**src/rtl/spi_to_wb_slave.sv**
```systemverilog
// rtl/spi_to_wb_slave.sv - SPI mode-0 slave that turns write/read frames into Wishbone cycles
//
// Ports:
//   wb_clk_i, wb_rst_i      sole clock, synchronous active-high reset
//   sck_i, ss_n_i, mosi_i   asynchronous SPI inputs (2-FF synchronized)
//   miso_o, miso_oe         serial data out and its output enable
//   wb_adr_o .. wb_err_i    8-bit Wishbone master port (classic cycle)
//   busy_o                  frame active or Wishbone cycle still open
//   err_o                   sticky error, cleared at the next frame start
module spi_to_wb_slave #(
  parameter int TIMEOUT = 255
) (
  input  logic       wb_clk_i,
  input  logic       wb_rst_i,
  input  logic       sck_i,
  input  logic       ss_n_i,
  input  logic       mosi_i,
  output logic       miso_o,
  output logic       miso_oe,
  output logic [7:0] wb_adr_o,
  output logic [7:0] wb_dat_o,
  input  logic [7:0] wb_dat_i,
  output logic       wb_we_o,
  output logic       wb_cyc_o,
  output logic       wb_stb_o,
  input  logic       wb_ack_i,
  input  logic       wb_err_i,
  output logic       busy_o,
  output logic       err_o
);

  localparam logic [15:0] TO_LAST = 16'(TIMEOUT - 1);

  typedef enum logic [2:0] {
    S_IDLE, S_CMD, S_ADDR, S_DUMMY, S_DATA, S_IGNORE
  } state_t;

  state_t      state;
  logic [2:0]  sck_q;       // [1] synchronized, [2] previous sample
  logic [2:0]  ss_q;
  logic [1:0]  mosi_q;
  logic        armed;       // a high ss_n has been seen since reset
  logic        is_read;
  logic [2:0]  bit_cnt;
  logic [6:0]  rx_shift;
  logic [6:0]  tx_shift;    // remaining bits after the one on miso_o
  logic [7:0]  addr;        // address of the next Wishbone access
  logic [7:0]  rd_buf;
  logic        rd_valid;    // rd_buf holds the prefetch for the next byte
  logic        rd_discard;  // open read was overrun, drop its result
  logic [15:0] to_cnt;

  logic       sck_rise, sck_fall, ss_fall, ss_rise;
  logic       byte_done, cmd_ok, addr_rd, wr_byte, rd_load, rd_fetch;
  logic       wb_timeout, wb_done, wb_bad, err_set;
  logic [7:0] rx_byte, load_byte, fetch_adr;

  always_comb begin
    sck_rise   = sck_q[1] & ~sck_q[2];
    sck_fall   = ~sck_q[1] & sck_q[2];
    // A frame only starts after ss_n was seen high, so a reset inside a
    // frame ignores the rest of it.
    ss_fall    = armed & ss_q[2] & ~ss_q[1];
    ss_rise    = ss_q[1] & ~ss_q[2];
    rx_byte    = {rx_shift, mosi_q[1]};
    byte_done  = (state != S_IDLE) & ~ss_rise & sck_rise & (bit_cnt == 3'd7);
    cmd_ok     = (rx_byte == 8'h02) | (rx_byte == 8'h03);
    addr_rd    = byte_done & (state == S_ADDR) & is_read;
    wr_byte    = byte_done & (state == S_DATA) & ~is_read;
    // Last SCK fall of a dummy/data byte: bit_cnt has wrapped back to 0.
    rd_load    = (state == S_DATA) & is_read & ~ss_rise & sck_fall & (bit_cnt == 3'd0);
    rd_fetch   = addr_rd | rd_load;
    fetch_adr  = addr_rd ? rx_byte : addr;
    wb_timeout = (to_cnt == TO_LAST);
    wb_done    = wb_cyc_o & (wb_ack_i | wb_err_i | wb_timeout);
    wb_bad     = wb_cyc_o & (wb_err_i | (~wb_ack_i & wb_timeout));
    load_byte  = (~wb_cyc_o & rd_valid) ? rd_buf : 8'hFF;
    err_set    = wb_bad
               | (byte_done & (state == S_CMD) & ~cmd_ok)
               | ((rd_fetch | wr_byte) & wb_cyc_o);
  end

  always_ff @(posedge wb_clk_i) begin
    if (wb_rst_i) begin
      state      <= S_IDLE;
      sck_q      <= '0;
      ss_q       <= '0;
      mosi_q     <= '0;
      armed      <= 1'b0;
      is_read    <= 1'b0;
      bit_cnt    <= '0;
      rx_shift   <= '0;
      tx_shift   <= '0;
      addr       <= '0;
      rd_buf     <= '0;
      rd_valid   <= 1'b0;
      rd_discard <= 1'b0;
      to_cnt     <= '0;
      miso_o     <= 1'b0;
      miso_oe    <= 1'b0;
      wb_adr_o   <= '0;
      wb_dat_o   <= '0;
      wb_we_o    <= 1'b0;
      wb_cyc_o   <= 1'b0;
      wb_stb_o   <= 1'b0;
      busy_o     <= 1'b0;
      err_o      <= 1'b0;
    end else begin
      sck_q   <= {sck_q[1:0], sck_i};
      ss_q    <= {ss_q[1:0], ss_n_i};
      mosi_q  <= {mosi_q[0], mosi_i};
      armed   <= armed | ss_q[1];
      miso_oe <= armed & ~ss_q[1];

      // Wishbone cycle termination
      if (wb_cyc_o) begin
        if (wb_done) begin
          wb_cyc_o <= 1'b0;
          wb_stb_o <= 1'b0;
          to_cnt   <= '0;
          if (!wb_we_o) begin
            rd_buf   <= wb_bad ? 8'hFF : wb_dat_i;
            rd_valid <= ~rd_discard;
          end
          rd_discard <= 1'b0;
        end else begin
          to_cnt <= to_cnt + 16'd1;
        end
      end

      // Frame FSM
      if (ss_rise) begin
        state    <= S_IDLE;
        bit_cnt  <= '0;
        rx_shift <= '0;
      end else if (state == S_IDLE) begin
        if (ss_fall) begin
          state    <= S_CMD;
          bit_cnt  <= '0;
          rx_shift <= '0;
        end
      end else if (sck_rise) begin
        rx_shift <= rx_byte[6:0];
        bit_cnt  <= bit_cnt + 3'd1;
        if (bit_cnt == 3'd7) begin
          case (state)
            S_CMD: begin
              if (cmd_ok) begin
                is_read <= rx_byte[0];
                state   <= S_ADDR;
              end else begin
                state <= S_IGNORE;
              end
            end
            S_ADDR: begin
              addr  <= rx_byte;
              state <= is_read ? S_DUMMY : S_DATA;
            end
            S_DUMMY: state <= S_DATA;
            default: ;
          endcase
        end
      end

      // Read prefetch; an overrun skips the address and poisons the open read
      if (rd_fetch) begin
        rd_valid <= 1'b0;
        if (wb_cyc_o) begin
          rd_discard <= ~wb_done;
        end else begin
          wb_cyc_o <= 1'b1;
          wb_stb_o <= 1'b1;
          wb_we_o  <= 1'b0;
          wb_adr_o <= fetch_adr;
        end
        addr <= fetch_adr + 8'd1;
      end

      if (wr_byte) begin
        if (!wb_cyc_o) begin
          wb_cyc_o <= 1'b1;
          wb_stb_o <= 1'b1;
          wb_we_o  <= 1'b1;
          wb_adr_o <= addr;
          wb_dat_o <= rx_byte;
        end
        addr <= addr + 8'd1;
      end

      // MISO: driven only for read data bytes, MSB first, changes on SCK fall
      if (ss_rise || state != S_DATA || !is_read) begin
        miso_o <= 1'b0;
      end else if (rd_load) begin
        tx_shift <= load_byte[6:0];
        miso_o   <= load_byte[7];
      end else if (sck_fall) begin
        tx_shift <= {tx_shift[5:0], 1'b0};
        miso_o   <= tx_shift[6];
      end

      err_o  <= err_set | (err_o & ~ss_fall);
      busy_o <= ((state != S_IDLE) & ~ss_rise) | ss_fall | (wb_cyc_o & ~wb_done);
    end
  end

endmodule

```
**config.mk**
```make
export PLATFORM = sky130hd
export DESIGN_NAME = spi_to_wb_slave
export DESIGN_NICKNAME = d
export VERILOG_FILES = /design/src/rtl/spi_to_wb_slave.sv
export SDC_FILE = /design/constraint.sdc
export NUM_CORES = 1
export LEC_CHECK = 0
export BUFFER_PORTS_ARGS = -buffer_cell sky130_fd_sc_hd__buf_2
export CORE_ASPECT_RATIO = 0.75
export CORE_MARGIN = 2
export CORE_UTILIZATION = 58
export DETAILED_ROUTE_END_ITERATION = 10
export PLACE_DENSITY = 0.78
export SYNTH_ARGS = -nofsm -noshare
export SYNTH_HDL_FRONTEND = slang
export SYNTH_SLANG_ARGS = --single-unit
```
**constraint.sdc**
```tcl
create_clock -name wb_clk_i -period 2.93 [get_ports wb_clk_i]
set_clock_uncertainty 0.1 [all_clocks]
set_input_delay 0.586 -clock wb_clk_i [delete_from_list [all_inputs] [get_ports wb_clk_i]]
set_output_delay 0.586 -clock wb_clk_i [all_outputs]
set_load 0.01 [all_outputs]
```
==> impl_metrics.env <==
export IMPL_clock_sinks=87
export IMPL_portBuffers=37
export IMPL_stdcell_count=600
export IMPL_wl_met3_um=755
export IMPL_clk_pin_slew_ns=0.08
export IMPL_ios=38
export IMPL_antenna_diode_count=0
export IMPL_synth_fa_ha_area_share_pct=2.09
export IMPL_critPathSlowestCell="dfxtp_1"
export IMPL_cts_tree="done"
export IMPL_grt_pass1_vias=3426
export IMPL_clock_latency_ns=0.37
export IMPL_startpoint="bit_cnt[1]"
export IMPL_regArea_sq_um=1740
export IMPL_fin_util_pct=67.1
export IMPL_topRoutingLayerUsed="met4"
export IMPL_num_vias=3587
export IMPL_dieHeight_um=77.6
export IMPL_clockBufferDepth=2
export IMPL_path_buf_inv=0
export IMPL_ir_worst_vdd_uv=323
export IMPL_critical_path_max_fanout=7
export IMPL_core_area_sq_um=6900
export IMPL_yosysWarningCount=0
export IMPL_crit_top_cell="ha_1"
export IMPL_cellPowerDensity_nw_per_um2=439
export IMPL_cp_cell_sequence="ha_1 > ha_1 > and4bb_4 > nand4_4 > mux2_4 > ha_1 > nand3_2 > or3_1 > nand3_1 > o211ai_1 > a211oi_1"
export IMPL_ff2ff_path_depth=11
export IMPL_synth_async_reset_ratio_pct=0
export IMPL_grt_overflow=0
export IMPL_syn_nets=492
export IMPL_vias_per_cell=5.98
export IMPL_relSlewSlack_pct=53.9
export IMPL_drv_slew=0
export IMPL_worstMarginPinSlew_ns=0.692
export IMPL_status="finished clean"
export IMPL_worstPathArrival_ns=2.94
export IMPL_cts_htree_levels=3
export IMPL_cts_buffers=9
export IMPL_synth_mux_area_share_pct=2.21
export IMPL_syn_area_sq_um=4190
export IMPL_placementRows=26
export IMPL_antenna_found_initial=0
export IMPL_cp_start_kind="flop"
export IMPL_total_leakage_power_nw=1.77
export IMPL_grt_max_degree=42
export IMPL_worst_path_stages=11
export IMPL_placed_cells=581
export IMPL_yosysSeqAreaShare_pct=41.6
export IMPL_synth_compound_area_share_pct=19.5
export IMPL_grtUsageTotal_pct=26.5
export IMPL_setup_worst_path_end="addr[6]"
export IMPL_synth_simple_gate_area_share_pct=24.0
export IMPL_yosysUniqueCellTypes=66
export IMPL_fmax_mhz=363
export IMPL_multiInputGateArea_sq_um=2250
export IMPL_wl_met2_um=4420
export IMPL_synth_edf_count=0
export IMPL_ys_seq_elements=87
export IMPL_fin_crit_sh_pct=94.0
export IMPL_syn_instance_count=470
export IMPL_synth_xor_area_share_pct=5.64
export IMPL_dieArea_sq_um=7930
export IMPL_drt_initial_drc_count=213
export IMPL_drive_gt1_share_pct=18.5
export IMPL_min_period_ns=2.75
export IMPL_crit_path_end_kind="flop"
export IMPL_reg2reg_to="addr[6]"
export IMPL_mostFrequentLayoutCells="dfxtp_1, nor2_1, nand2_1"
export IMPL_drt_total_wl_um=9910
export IMPL_r2r_start="bit_cnt[1]"
export IMPL_tns_ns=0
export IMPL_layout_commonest_cell="dfxtp_1"
export IMPL_synth_flop_cell="dfxtp_1"
export IMPL_cts_root_buffer_cell="clkbuf_8"
export IMPL_avgSynthCellArea_sq_um=8.92
export IMPL_drv_cap=0
export IMPL_n_fill_cell=564
export IMPL_r2r_slack_ns=0.18
export IMPL_grt_pass1_wl_um=16500
export IMPL_hp_class="in2reg"
export IMPL_hold_viol=0
export IMPL_wire_per_inst_um=16.5
export IMPL_cpPeakStageDelay_ns=0.37
export IMPL_syn2layout_area_growth_pct=10.3
export IMPL_fin_nets=520
export IMPL_dp_hpwl_um=6880
export IMPL_drt_met1_wl_um=4570
export IMPL_drt_pass1_iterations=5
export IMPL_gp_congestion=1.01
export IMPL_start_util_pct=60.8
export IMPL_synth_top_family_by_area="simple AND/OR/NAND/NOR gates"
export IMPL_required_ns=3.12
export IMPL_ant_nets=0
export IMPL_setup_viol=0
export IMPL_criticalPathCategory="reg2reg"
export IMPL_drc=0
export IMPL_cp_top_family="simple AND/OR/NAND/NOR gates"
export IMPL_power_total_mw=2.03
export IMPL_die_w_um=102
export IMPL_rsz0062_at_grt="false"
[metrics by stage]
| step | cell area [sq um] | hold WS (ns) | worst slack, ns |
|---|---|---|---|
| after CTS | 4590 | 0.320 | 0.0660 |
| after global routing | 4620 | 0.327 | 0.00554 |
| after global placement | 4400 | 0.316 | 0.239 |
| final | 4620 | 0.326 | 0.176 |
| after detailed placement | 4400 | 0.336 | 0.0788 |
| after floorplan | 4190 | 0.314 | 0.289 |
[worst reg2reg max path: stages, from the launching register on]
cell	delay, ns
dfxtp_1	0.37
ha_1	0.18
ha_1	0.21
and4bb_4	0.29
nand4_4	0.18
mux2_4	0.26
ha_1	0.22
nand3_2	0.11
or3_1	0.37
nand3_1	0.09
o211ai_1	0.10
a211oi_1	0.20
[cell families (layout without fill, tap and decap cells)]
group                      Yosys count  in the layout
and+or+nand+nor                    184            184
AOI/OAI and AO/OA                  111            111
DFF                                 87             87
buffers and inverters               45             77
xor gates and xnor gates            27             27
muxes                                9              9
adders and majority gates            7              7
[cell type report]
class	instances	share of cell area, %
tap	98	2.65
multi-input combinational	338	48.6
sequential	87	37.7
clock buffer	12	3.57
clock inverter	3	0.379
inverter	11	0.893
timing repair buffer	51	6.28
[Yosys cell counts, types with 7 or more instances]
master | number | share of area [%]
dfxtp_1 | 87 | 42
nor2_1 | 52 | 4.7
nand2_1 | 44 | 3.9
a21oi_1 | 31 | 3.7
clkbuf_1 | 19 | 1.7
nand3_1 | 15 | 1.8
xor2_1 | 15 | 3.1
xnor2_1 | 12 | 2.5
buf_2 | 11 | 1.3
inv_1 | 11 | 0.99
nor2b_1 | 11 | 1.6
a22oi_1 | 10 | 1.8
nand4_1 | 10 | 1.5
o21ai_1 | 9 | 1.1
o221ai_1 | 9 | 1.9
o221a_2 | 8 | 2.1
ha_1 | 7 | 2.1
mux2i_1 | 7 | 1.7
nand2b_1 | 7 | 1.0
nor3_1 | 7 | 0.84
o21ai_0 | 7 | 0.84
[timing repair]
action | CTS | global route
hold buffers | 0 | 0
setup endpoints to repair | 0 | 2
resized for setup | 0 | 2
buffers inserted | 0 | 4
[worst min-delay path by stage]
stage                    from         to  slack, ns  cells past startpoint
floorplan           mosi_q[0]  mosi_q[1]       0.31                      1
global placement    mosi_q[0]  mosi_q[1]       0.32                      1
detailed placement  mosi_q[0]  mosi_q[1]       0.34                      1
CTS                     sck_i   sck_q[0]       0.32                      2
global route           mosi_i  mosi_q[0]       0.33                      2
finish                  sck_i   sck_q[0]       0.33                      2
[where the power goes]
part / internal [mW] / switching [mW] / leakage, nW
registers: 1.19 / 0.00344 / 0.702
clock network: 0.370 / 0.416 / 0.0942
logic: 0.0180 / 0.0368 / 0.970
total: 1.58 / 0.456 / 1.77
[routing by layer]
metal	GRT usage, %	vias up
li1	-	1735
met1	36.2	1696
met2	39.1	141
met3	8.20	15
met4	9.73	0
met5	0	-
Power figures use the tool's default switching activity.
